$ cat config.mk
export PLATFORM = sky130hd
export DESIGN_NAME = pcs_40g_rx_block_sync
export DESIGN_NICKNAME = d
export VERILOG_FILES = /design/src/rtl/pcs_40g_rx_block_sync.sv
export SDC_FILE = /design/constraint.sdc
export NUM_CORES = 1
export LEC_CHECK = 0
export CORE_ASPECT_RATIO = 0.5
export CORE_MARGIN = 4
export CORE_UTILIZATION = 41
export DETAILED_ROUTE_END_ITERATION = 10
export PLACE_DENSITY = 0.82
export SKIP_LAST_GASP = 1
export SYNTH_ARGS = -nofsm -noshare
export SYNTH_HDL_FRONTEND = slang
export SYNTH_SLANG_ARGS = --single-unit
$ cat constraint.sdc
create_clock -name clk -period 3 [get_ports clk]
set_input_delay 0.6 -clock clk [delete_from_list [all_inputs] [get_ports clk]]
set_output_delay 0.6 -clock clk [all_outputs]
set_load 0.005 [all_outputs]
$ cat src/rtl/pcs_40g_rx_block_sync.sv
// pcs_40g_rx_block_sync: per-lane 66b sync-header block lock with one-bit slip requests
module pcs_40g_rx_block_sync #(
    parameter int DATA_W       = 64,
    parameter int SH_CNT_MAX   = 1024,
    parameter int SH_INVLD_MAX = 65,
    parameter int SLIP_WAIT_N  = 2
) (
    input  logic              clk,
    input  logic              reset,
    input  logic              valid_i,
    input  logic [1:0]        head_i,
    input  logic [DATA_W-1:0] data_i,
    output logic              slip_o,
    output logic              lock_o,
    output logic              valid_o,
    output logic [1:0]        head_o,
    output logic [DATA_W-1:0] data_o
);
    localparam int CW = $clog2(SH_CNT_MAX + 1);
    localparam int IW = $clog2(SH_INVLD_MAX + 1);
    localparam int WW = SLIP_WAIT_N > 0 ? $clog2(SLIP_WAIT_N + 1) : 1;
    typedef enum logic [1:0] {TEST, SLIP, WAIT} state_t;
    state_t state_q, state_d;
    logic lock_q, lock_d;
    logic [CW-1:0] sh_cnt_q, sh_cnt_d, cnt_n;
    logic [IW-1:0] sh_invld_q, sh_invld_d, inv_n;
    logic [WW-1:0] wait_q, wait_d;
    logic valid_q;
    logic [1:0] head_q;
    logic [DATA_W-1:0] data_q;
    logic sh_ok, test_beat, slip_hit, win_end, wait_beat, wait_end;
    assign sh_ok     = head_i[1] ^ head_i[0];
    assign cnt_n     = sh_cnt_q + 1'b1;
    assign inv_n     = sh_invld_q + IW'(!sh_ok);
    assign test_beat = valid_i && state_q == TEST;
    assign slip_hit  = test_beat && !sh_ok && (!lock_q || inv_n == IW'(SH_INVLD_MAX));
    assign win_end   = test_beat && cnt_n == CW'(SH_CNT_MAX);
    assign wait_beat = valid_i && state_q == WAIT;
    assign wait_end  = wait_beat && wait_q == WW'(SLIP_WAIT_N - 1);
    // FSM state register
    always_ff @(posedge clk or posedge reset) begin
        if (reset) state_q <= TEST;
        else       state_q <= state_d;
    end
    // Next state: a slip lasts one cycle, then the gearbox gets SLIP_WAIT_N beats to settle
    always_comb begin
        state_d = slip_hit ? SLIP :
                  state_q == SLIP ? (SLIP_WAIT_N > 0 ? WAIT : TEST) :
                  wait_end ? TEST : state_q;
    end
    // Outputs decoded from state
    always_comb begin
        slip_o = state_q == SLIP;
        lock_o = lock_q;
    end
    // Lock and window counters; slip has priority over the window-end reset
    always_comb begin
        lock_d     = slip_hit ? 1'b0 : (win_end && inv_n == '0) ? 1'b1 : lock_q;
        sh_cnt_d   = (slip_hit || win_end) ? '0 : test_beat ? cnt_n : sh_cnt_q;
        sh_invld_d = (slip_hit || win_end) ? '0 : test_beat ? inv_n : sh_invld_q;
        wait_d     = wait_end ? '0 : wait_beat ? wait_q + 1'b1 : wait_q;
    end
    // Counter and lock registers
    always_ff @(posedge clk or posedge reset) begin
        if (reset) begin
            lock_q     <= 1'b0;
            sh_cnt_q   <= '0;
            sh_invld_q <= '0;
            wait_q     <= '0;
        end else begin
            lock_q     <= lock_d;
            sh_cnt_q   <= sh_cnt_d;
            sh_invld_q <= sh_invld_d;
            wait_q     <= wait_d;
        end
    end
    // Registered pass-through, forwarded only with the pre-update lock
    always_ff @(posedge clk or posedge reset) begin
        if (reset) begin
            valid_q <= 1'b0;
            head_q  <= 2'b00;
            data_q  <= '0;
        end else begin
            valid_q <= valid_i && lock_q && state_q == TEST;
            head_q  <= valid_i ? head_i : head_q;
            data_q  <= valid_i ? data_i : data_q;
        end
    end
    assign valid_o = valid_q;
    assign head_o  = head_q;
    assign data_o  = data_q;
endmodule
==> results of run 1 <==
[layout make-up]
class / instances / area [um^2]
clock buffer: 12 / 256
clock inverter: 3 / 15.0
timing repair buffer: 152 / 1500
inverter: 4 / 16.3
fill: 691 / 3210
sequential: 90 / 2250
multi-input combinational: 192 / 1560
tap: 117 / 146
[path summary, 6_finish.rpt]
kind / from / to / slack [ns]
max: head_i[0] / sh_cnt_q[8] / 0.30
min: wait_q[0] / wait_q[0] / 0.49
max reg2reg: sh_invld_q[0] / sh_cnt_q[8] / 0.51
min reg2reg: wait_q[0] / wait_q[0] / 0.49
max in group asynchronous: reset / data_o[4] / 1.74
min in group asynchronous: reset / data_o[5] / 0.64
[stage by stage]
stage                     setup slack, ns  power [uW]
final                               0.304        3350
after floorplan                    0.0647        1890
after detailed placement           -0.446        2310
after CTS                          0.0151        3380
after global routing                0.244        3530
after global placement             -0.337        2290
[flip-flops by register name, summed over array words and instances (netlist names)]
signal and cells:
data_o 64, state_q 2, lock_o 1, sh_invld_q 7, head_o 2, valid_o 1
wait_q 2, sh_cnt_q 11
[cell families (layout without fill, tap and decap cells)]
kind of cell / count (synthesis) / count (layout) / synth area share
DFF: 90 / 90 / 0.581
and+or+nand+nor: 75 / 75 / 0.100
adders and majority gates: 4 / 4 / 0.0129
xor gates and xnor gates: 7 / 7 / 0.0158
muxes: 70 / 70 / 0.202
buffers and inverters: 19 / 171 / 0.0210
AOI/OAI and AO/OA: 36 / 36 / 0.0671
[worst reg2reg max path: stages (launching register included)]
cell and delay [ns]:
dfrtp_1 0.40, ha_2 0.18, ha_1 0.28, or4_1 0.47, o41ai_1 0.08, and4_4 0.27, a41oi_2 0.24, a21o_1 0.24
a22o_1 0.22
[what timing repair did]
| item | 4_1_cts | 5_1_grt |
|---|---|---|
| hold endpoints to repair | 0 | 0 |
| pin swaps | 2 | 1 |
| buffers inserted | 2 | 0 |
| resized for setup | 2 | 3 |
| setup endpoints to repair | 13 | 12 |
[synthesized netlist by cell type (2+ instances only)]
library cell,count
a21oi_1,2
nand2_1,26
and3_1,5
ha_1,4
and2_1,2
a31oi_1,2
inv_1,4
nor2b_1,6
xnor2_1,3
dfrtp_1,90
nor2_1,9
o21ai_0,15
o21a_1,2
or4_1,3
nand2b_1,2
nand4_1,3
xor2_1,4
a22o_1,5
clkbuf_1,12
nand3_1,9
mux2i_1,4
mux2_2,66
[metal layers]
metal / vias to the layer above / GRT usage / part of all wire
li1: 1376 / - / -
met1: 1432 / 0.210 / 0.41
met2: 60 / 0.319 / 0.53
met3: 23 / 0.0412 / 0.031
met4: 0 / 0.0814 / 0.031
met5: - / 0 / 0
[power by group through the flow]
stage | clock network (uW) | registers [uW] | logic, uW
final | 1040 | 1520 | 793
after global placement | 0 | 1520 | 767
after global routing | 1120 | 1540 | 869
after CTS | 1070 | 1510 | 801
after detailed placement | 0 | 1530 | 780
after floorplan | 0 | 1510 | 382
==> impl_metrics.py, run 1 <==
metrics = {
    "worst_setup_path": {
        "cp-end-kind": "register",
        "reg2reg_depth": 8,
        "cp-start-kind": "input pin",
        "crit_required_ns": 3.23,
        "criticalPathCategory": "input pin to register",
        "slowest_stage": "or4_1",
        "crit_cells": 10,
        "path_delay_family": "compound AO/OA/AOI/OAI gates",
        "arrival_ns": 2.92,
        "crit_buf_inv": 1,
        "path_cells": "dlymetal6s2s_1 > xnor2_2 > ha_2 > ha_1 > or4_1 > o41ai_1 > and4_4 > a41oi_2 > a21o_1 > a22o_1",
        "path_max_fanout": 8,
        "slowest_delay_ns": 0.47,
    },
    "yosys": {
        "yosysWarnings": 0,
        "synth.avg_cell_area_um2": 12.9,
        "netlist.area_leader.share": 0.581,
        "synth_area_um2": 3880,
        "async_flop_share": 1.00,
        "synth_edf_count": 0,
        "synth_seq_area_share": 0.581,
        "synth.net_count": 374,
        "synthTopCellsByArea": "dfrtp_1 (58%), mux2_2 (19%), nand2_1 (2.5%), o21ai_0 (1.9%), ha_1 (1.3%)",
        "synth.distinct_cells": 45,
        "syn_inst": 301,
        "synth-main-ff-cell": "dfrtp_1",
        "ys_seq_elements": 90,
        "synth_top_area_cell": "dfrtp_1",
    },
    "job": {
        "cap_viol_max_count": 0,
    },
    "floorplanning": {
        "rows": 24,
        "pin_count": 138,
        "die-area_um2": 11200,
        "fp.coreArea_um2": 8950,
        "fp.dieW_um": 146,
        "start_util": 0.433,
        "die_h_um": 76.8,
    },
    "sta": {
        "fin_crit_sh": 0.899,
        "timing.hold.ws_ns": 0.494,
        "hold_viol": 0,
        "final-setup-viol-count": 0,
        "max_slew_margin": 0.422,
        "tightest_slew_ns": 0.867,
        "fmax_ghz": 0.371,
        "finalSetupTns_ns": 0,
        "drv_slew": 0,
        "finalClockSkew_ns": 0.00510,
        "period_needed_ns": 2.70,
        "rsz0062_at_grt": "false",
    },
    "final_layout": {
        "fin_nets": 522,
        "final_cell_area_um2": 5740,
        "final_cell_mix": "clkdlybuf4s50_1 (134), dfrtp_1 (90), mux2_2 (66)",
        "area_delta_synth_final_pct": 48.0,
        "finalNonFillerCells": 570,
        "num_antenna_cells": 0,
        "drive_above_1_share": 0.234,
        "fin_util": 0.641,
        "mostFrequentLayoutCell": "clkdlybuf4s50_1",
    },
    "power_and_ir_drop": {
        "ir_drop_mv": 0.382,
        "p_int_uw": 2440,
        "leakagePower_uw": 0.00244,
        "p_sw_frac": 0.273,
        "power_frac_comb": 0.237,
        "switchingPower_uw": 914,
        "power_density_nw_per_um2": 584,
        "power_frac_seq": 0.452,
        "p_clk_frac": 0.311,
    },
    "route": {
        "wire_per_inst_um": 17.2,
        "drc": 0,
        "ant_nets": 0,
        "drt-pass1-iter-count": 4,
        "via_per_inst": 5.07,
        "via_count": 2891,
        "wirelength_um": 9830,
        "drtIter0Drc": 133,
    },
    "hold_path": {
        "hold_depth": 1,
        "hold_class": "register to register",
    },
    "cts": {
        "cts_buffers": 9,
        "cts_root_buf": "clkbuf_16",
        "ctsHoldBuffers": 0,
        "clock-sinks": 90,
        "cts_tree": "yes",
        "cts_max_level": 3,
        "clk_latency_ns": 0.34,
        "clock_path_buffers": 2,
        "clk_pin_slew_ns": 0.06,
    },
    "status": {
        "status": "completed",
    },
    "grt": {
        "grt_pass1_wl_um": 16100,
        "antenna_found_initial": 0,
        "grt_max_degree": 69,
        "grt_pass1_vias": 3044,
        "overflow": 0,
        "gr-usage-all-layers": 0.180,
    },
    "placement": {
        "post_dp_cell_area_um2": 5430,
        "gp_congestion": 0.789,
        "io_buffers": 137,
        "placed_cells": 553,
        "hpwl_um": 7110,
    },
}
(Power assumes the default switching activity.)
==> inputs of run 2 (changes only) <==
--- a/config.mk
+++ b/config.mk
@@ -7,9 +7,9 @@
 export LEC_CHECK = 0
 export CORE_ASPECT_RATIO = 0.5
 export CORE_MARGIN = 4
-export CORE_UTILIZATION = 41
+export CORE_UTILIZATION = 35
 export DETAILED_ROUTE_END_ITERATION = 10
-export PLACE_DENSITY = 0.82
+export PLACE_DENSITY = 0.72
 export SKIP_LAST_GASP = 1
 export SYNTH_ARGS = -nofsm -noshare
 export SYNTH_HDL_FRONTEND = slang
==> run 2 against run 1 <==
  * Worst hold slack got worse by 0.00097 ns
  * Sequential share of layout area shrank 0.16 points
  * Largest cell class unchanged
  * Total power shrank 0.20%
  * Final area rose by 0.41%
  * Sequential cell count is the same
  * Register-to-register slack got worse by 0.12 ns
  * Clock-buffer cell count shrank 1
  * Combinational power barely moved
  * Worst setup slack lost 0.069 ns
  * Critical path depth grew 1
  * Clock power is essentially flat
  * Global-route usage down 3.0 points
==> impl_metrics.py, run 2 (same netlist as run 1, synthesis figures left out) <==
metrics = {
    "status": {
        "status": "completed",
    },
    "sta": {
        "tightest_slew_ns": 0.624,
        "finalSetupTns_ns": 0,
        "hold_viol": 0,
        "finalClockSkew_ns": 0.00756,
        "max_slew_margin": 0.584,
        "period_needed_ns": 2.77,
        "drv_slew": 0,
        "rsz0062_at_grt": "false",
        "final-setup-viol-count": 0,
        "fmax_ghz": 0.362,
        "fin_crit_sh": 0.922,
        "final.setup.worst_slack_ns": 0.235,
    },
    "floorplanning": {
        "pin_count": 138,
        "rows": 26,
        "fp.dieW_um": 157,
        "die_h_um": 82.4,
        "fp.coreArea_um2": 10500,
        "start_util": 0.369,
        "die-area_um2": 12900,
    },
    "hold_path": {
        "hold_class": "register to register",
    },
    "cts": {
        "cts_max_level": 3,
        "cts_root_buf": "clkbuf_16",
        "cts_buffers": 9,
        "post_cts_buffers": 0,
        "cts_tree": "yes",
        "clk_latency_ns": 0.33,
        "clock_path_buffers": 2,
        "clk_pin_slew_ns": 0.07,
        "clock-sinks": 90,
    },
    "power_and_ir_drop": {
        "power_density_nw_per_um2": 580,
        "ir_drop_mv": 0.327,
        "leakagePower_uw": 0.00243,
    },
    "final_layout": {
        "final_cell_mix": "clkdlybuf4s50_1 (134), dfrtp_1 (90), mux2_2 (66)",
        "drive_above_1_share": 0.230,
        "fin_nets": 520,
        "area_delta_synth_final_pct": 48.6,
        "mostFrequentLayoutCell": "clkdlybuf4s50_1",
        "num_antenna_cells": 0,
        "finalNonFillerCells": 592,
        "largest_register_ffs": 64,
    },
    "worst_setup_path": {
        "arrival_ns": 2.99,
        "cp-start-kind": "input pin",
        "path_max_fanout": 6,
        "cp-end-kind": "register",
        "crit_required_ns": 3.22,
        "criticalPathCategory": "input pin to register",
    },
    "grt": {
        "grt_max_degree": 61,
        "overflow": 0,
        "gr-usage-all-layers": 0.150,
        "antenna_found_initial": 0,
        "grt_pass1_vias": 2850,
        "grt_pass1_wl_um": 15100,
    },
    "route": {
        "wirelength_um": 9660,
        "drtIter0Drc": 209,
        "drt-pass1-iter-count": 4,
        "wire_per_inst_um": 16.3,
        "drc": 0,
        "via_count": 2863,
        "ant_nets": 0,
        "via_per_inst": 4.84,
    },
    "placement": {
        "placed_cells": 576,
        "post-place-ws_ns": -0.364,
        "gp_congestion": 0.828,
        "hpwl_um": 7070,
        "io_buffers": 137,
    },
    "job": {
        "cap_viol_max_count": 0,
    },
}
## run 2: repair_timing
action,in CTS,in global routing
hold buffers,0,0
pin swaps,0,1
cloned,0,0
endpoints found under the setup margin,3,20
gates resized for setup,1,4
## run 2: where the power goes
| group | leakage, uW | total [uW] | internal [uW] | switching [uW] |
|---|---|---|---|---|
| clock network | 0.000131 | 1040 | 580 | 457 |
| logic | 0.00122 | 794 | 468 | 326 |
| registers | 0.00108 | 1510 | 1370 | 141 |
## run 2: routing by layer
| layer | GRT usage | vias to the layer above | wire (um) |
|---|---|---|---|
| met2 | 0.263 | 62 | 5100 |
| met1 | 0.185 | 1409 | 4010 |
| met3 | 0.0375 | 17 | 364 |
| li1 | - | 1375 | - |
| met5 | 0 | - | 0 |
| met4 | 0.0502 | 0 | 182 |
## run 2: worst paths after layout
kind                                from          end  cells past startpoint  slack (ns)
min reg2reg                    wait_q[1]    wait_q[1]                      1        0.49
min                            wait_q[1]    wait_q[1]                      1        0.49
max in group asynchronous          reset   data_o[35]                      3        1.65
max                            head_i[0]  sh_cnt_q[4]                     11        0.23
max reg2reg                sh_invld_q[0]  sh_cnt_q[4]                      9        0.39
min in group asynchronous          reset   data_o[47]                      2        0.64
## run 2: final cells by class
type	instances	area [um^2]
multi-input cells	192	1560
clock buffers	11	243
fillers	897	4750
repair buffers	150	1480
flip-flops and latches	90	2250
clock inverters	5	30.0
well taps	140	175
inverters	4	16.3
## run 2: critical path, stage by stage
cell            delay (ns)
dlymetal6s2s_1        0.15
xnor2_2               0.15
ha_1                  0.21
ha_1                  0.29
buf_4                 0.14
o41ai_1               0.43
and4_4                0.32
buf_4                 0.12
a41o_4                0.23
nor2_1                0.10
a22o_1                0.24
## run 2: metrics by stage
stage	area [um^2]	utilization	hold slack, ns	total power (uW)
finish	5760	0.548	0.493	3340
global route	5760	0.548	0.511	3520
CTS	5740	0.547	0.498	3370
detailed placement	5460	0.520	0.484	2320
global placement	5460	0.520	0.464	2310
floorplan	3880	-	0.452	1890
==> variant (config.mk and constraints of run 1) <==
Change the parameter `DATA_W` from 64 to 128.
--- a/src/rtl/pcs_40g_rx_block_sync.sv
+++ b/src/rtl/pcs_40g_rx_block_sync.sv
@@ -1,5 +1,5 @@
 // pcs_40g_rx_block_sync: per-lane 66b sync-header block lock with one-bit slip requests
 module pcs_40g_rx_block_sync #(
-    parameter int DATA_W       = 64,
+    parameter int DATA_W       = 128,
     parameter int SH_CNT_MAX   = 1024,
     parameter int SH_INVLD_MAX = 65,
Ports: changed (resized data_i and data_o); port bits go from 138 to 266. The function was not compared with the original's and may differ.
==> variant against run 1 <==
Worst hold slack got worse by 1.4 ps; cell area increased by 73%; wire length increased by 73%; power increased by 94%; via count up 59%; setup slack worse by 140 ps; area after synthesis rose by 63%; sequential cell count grew 64; final cell count up 63%; largest cell class unchanged; largest power group unchanged.
==> variant: results (changes against run 1) <==
[run_status] result of the run finished clean
[sta] Relative slew margins 47.8% [+5.6 points]
[place] Final Wtd Congestion 0.858 [+8.7%]
[synthesis] average cell area after synthesis 14.2 sq um [+10%]
[synthesis] biggest area contributors in the synthesized netlist sky130_fd_sc_hd__dfrtp_1, sky130_fd_sc_hd__mux2_2, sky130_fd_sc_hd__nand2_1
[setup_path] start of the worst register-to-register path sh_cnt_q[0]
[drt] number of detailed-route iterations in the first pass 5 [+1]
[drt] number of design-rule violations left by the first detailed-router iteration 233 [+75%]
[power_and_ir_drop] leakage power 4.10 nW [+68%]
[cts] clock insertion delay at the later pin of the skew report 400 ps [+60 ps]
[global_routing] met1 Track Usage GR 21.2% [+0.26 points]
[place] sum of net half-perimeters after detailed placement 12400 um [+75%]
[hold_path] hold path depth 1 [unchanged]
[global_routing] vias in the first global route 4825 [+59%]
[place] placed cell area 9250 sq um [+70%]
[drt] Avg WL per Cell 18.4 um [+6.6%]
[setup_path] Crit-path slowest cell sky130_fd_sc_hd__clkdlybuf4s50_1
[global_routing] global routing usage on met3 3.62% [-0.50 points]
[cts] root buffer cell sky130_fd_sc_hd__clkbuf_16
[hold_path] worst min path class register to register
[cts] H-tree levels 4 [+1]
[cells_and_area] NumNets Final 853 [+63%]
[place] count of buffers inserted at the top-level ports 265 [+93%]
[synthesis] commonest cells in the synthesized netlist sky130_fd_sc_hd__dfrtp_1, sky130_fd_sc_hd__mux2_2, sky130_fd_sc_hd__nand2_1, sky130_fd_sc_hd__clkbuf_1, sky130_fd_sc_hd__nand3_1
[sta] Fin Clk Skew 6.49 ps [+1.39 ps]
[cells_and_area] number of flip-flops under the largest register name 128 [+100%]
[global_routing] global-route wire length before repair 25800 um [+60%]
[hold_path] Hold Path Sink wait_q[0]
[synthesis] Seq/Total Area, Yosys 60.9% [+2.8 points]
[cells_and_area] share of post-route cells with drive strength above 1 26.7% [+3.3 points]
[setup_path] Largest stage delay, worst path 550 ps [+80 ps]
[power_and_ir_drop] Peak VDD IR 0.453 mV [+19%]
[synthesis] number of library cell types mapped by synthesis 48 [+6.7%]
[cts] total CTS buffers 17 [+8]
[drt] total via count after detailed routing 4589 [+59%]
[setup_path] largest delay contributor family on the critical path buffers and inverters
[cells_and_area] ant diodes 0 [unchanged]
[global_routing] grt met2 use 36.4% [+4.5 points]
[global_routing] pin count of the biggest net entering global routing 133 [+93%]
[setup_path] capture instance of the worst register-to-register path sh_invld_q[6]
[place] Post-Place Cells 895 [+62%]
[global_routing] global-route usage over all layers 18.7% [+0.77 points]
[synthesis] Post-Syn Nets 583 [+56%]
[cells_and_area] Cell Count, Final, Fillers Out 927 [+63%]
[setup_path] Critical Path AT 3100 ps [+180 ps]
-- variant: cell types whose count changed in the layout (fill, tap and decap cells not counted), moves of 5 or more --
cell	run 1	this run
sky130_fd_sc_hd__a22o_1	5	0
sky130_fd_sc_hd__bufinv_16	0	6
sky130_fd_sc_hd__clkbuf_16	9	17
sky130_fd_sc_hd__clkdlybuf4s50_1	134	264
sky130_fd_sc_hd__dfrtp_1	90	154
sky130_fd_sc_hd__mux2_2	66	131
sky130_fd_sc_hd__nand3_1	9	15
sky130_fd_sc_hd__o21ai_0	15	5
sky130_fd_sc_hd__o21ai_2	0	8
-- variant: logic make-up after synthesis --
kind of cell               Yosys count  share of synthesized area, %
and+or+nand+nor                     89                          7.67
buffers and inverters               30                          2.21
muxes                              134                          23.8
AOI/OAI and AO/OA                   30                          3.97
xor gates and xnor gates             5                         0.692
DFF                                154                          60.9
adders and majority gates            4                         0.791
-- variant: worst register-to-register path: cells and delay by family (launching register included) --
family | cells | cell delay, ps
buffers and inverters | 1 | 140
flip-flops | 1 | 440
AND/OR/NAND/NOR | 3 | 1120
AO/OA/AOI/OAI | 2 | 130
adder cells (fa/ha/maj) | 1 | 280
multiplexers | 1 | 260
-- variant: metal layers --
| metal | share of wire [%] | vias up |
|---|---|---|
| li1 | - | 2137 |
| met4 | 1.5 | 0 |
| met2 | 57 | 106 |
| met3 | 3.6 | 17 |
| met5 | 0 | - |
| met1 | 38 | 2329 |
-- variant: report_power, final --
group | switching (mW) | internal (mW)
combinational | 0.608 | 0.877
clock | 0.854 | 1.57
sequential | 0.248 | 2.35
total | 1.71 | 4.80
-- variant: through the flow --
stage          hold slack (ps)  setup WS, ps
5_1_grt                    513         -8.52
2_1_floorplan              452           365
3_5_place_dp               487          -349
3_3_place_gp               463          -265
4_1_cts                    499          69.9
6_report                   493           165
-- variant: how the worst max path moves through the flow --
stage,startpoint,to,slack [ps],cells after the start
floorplan,head_i[1],sh_cnt_q[5],360,10
global placement,head_i[1],sh_invld_q[6],-270,11
detailed placement,head_i[1],sh_invld_q[6],-350,11
CTS,head_i[1],sh_invld_q[6],70,11
global route,head_i[0],sh_cnt_q[10],-9,12
finish,head_i[1],sh_invld_q[6],170,12
-- variant: layout make-up --
cell class / instances / area [sq um]
multi-input cells: 262 / 2370
clock inverters: 13 / 240
well taps: 198 / 248
repair buffers: 278 / 2800
clock buffers: 19 / 433
inverters: 3 / 15.0
fillers: 1045 / 4820
flip-flops and latches: 154 / 3850
-- variant: what timing repair did --
action	CTS	global route
endpoints found under the setup margin	0	14
gates resized for setup	0	5
setup buffers	0	0
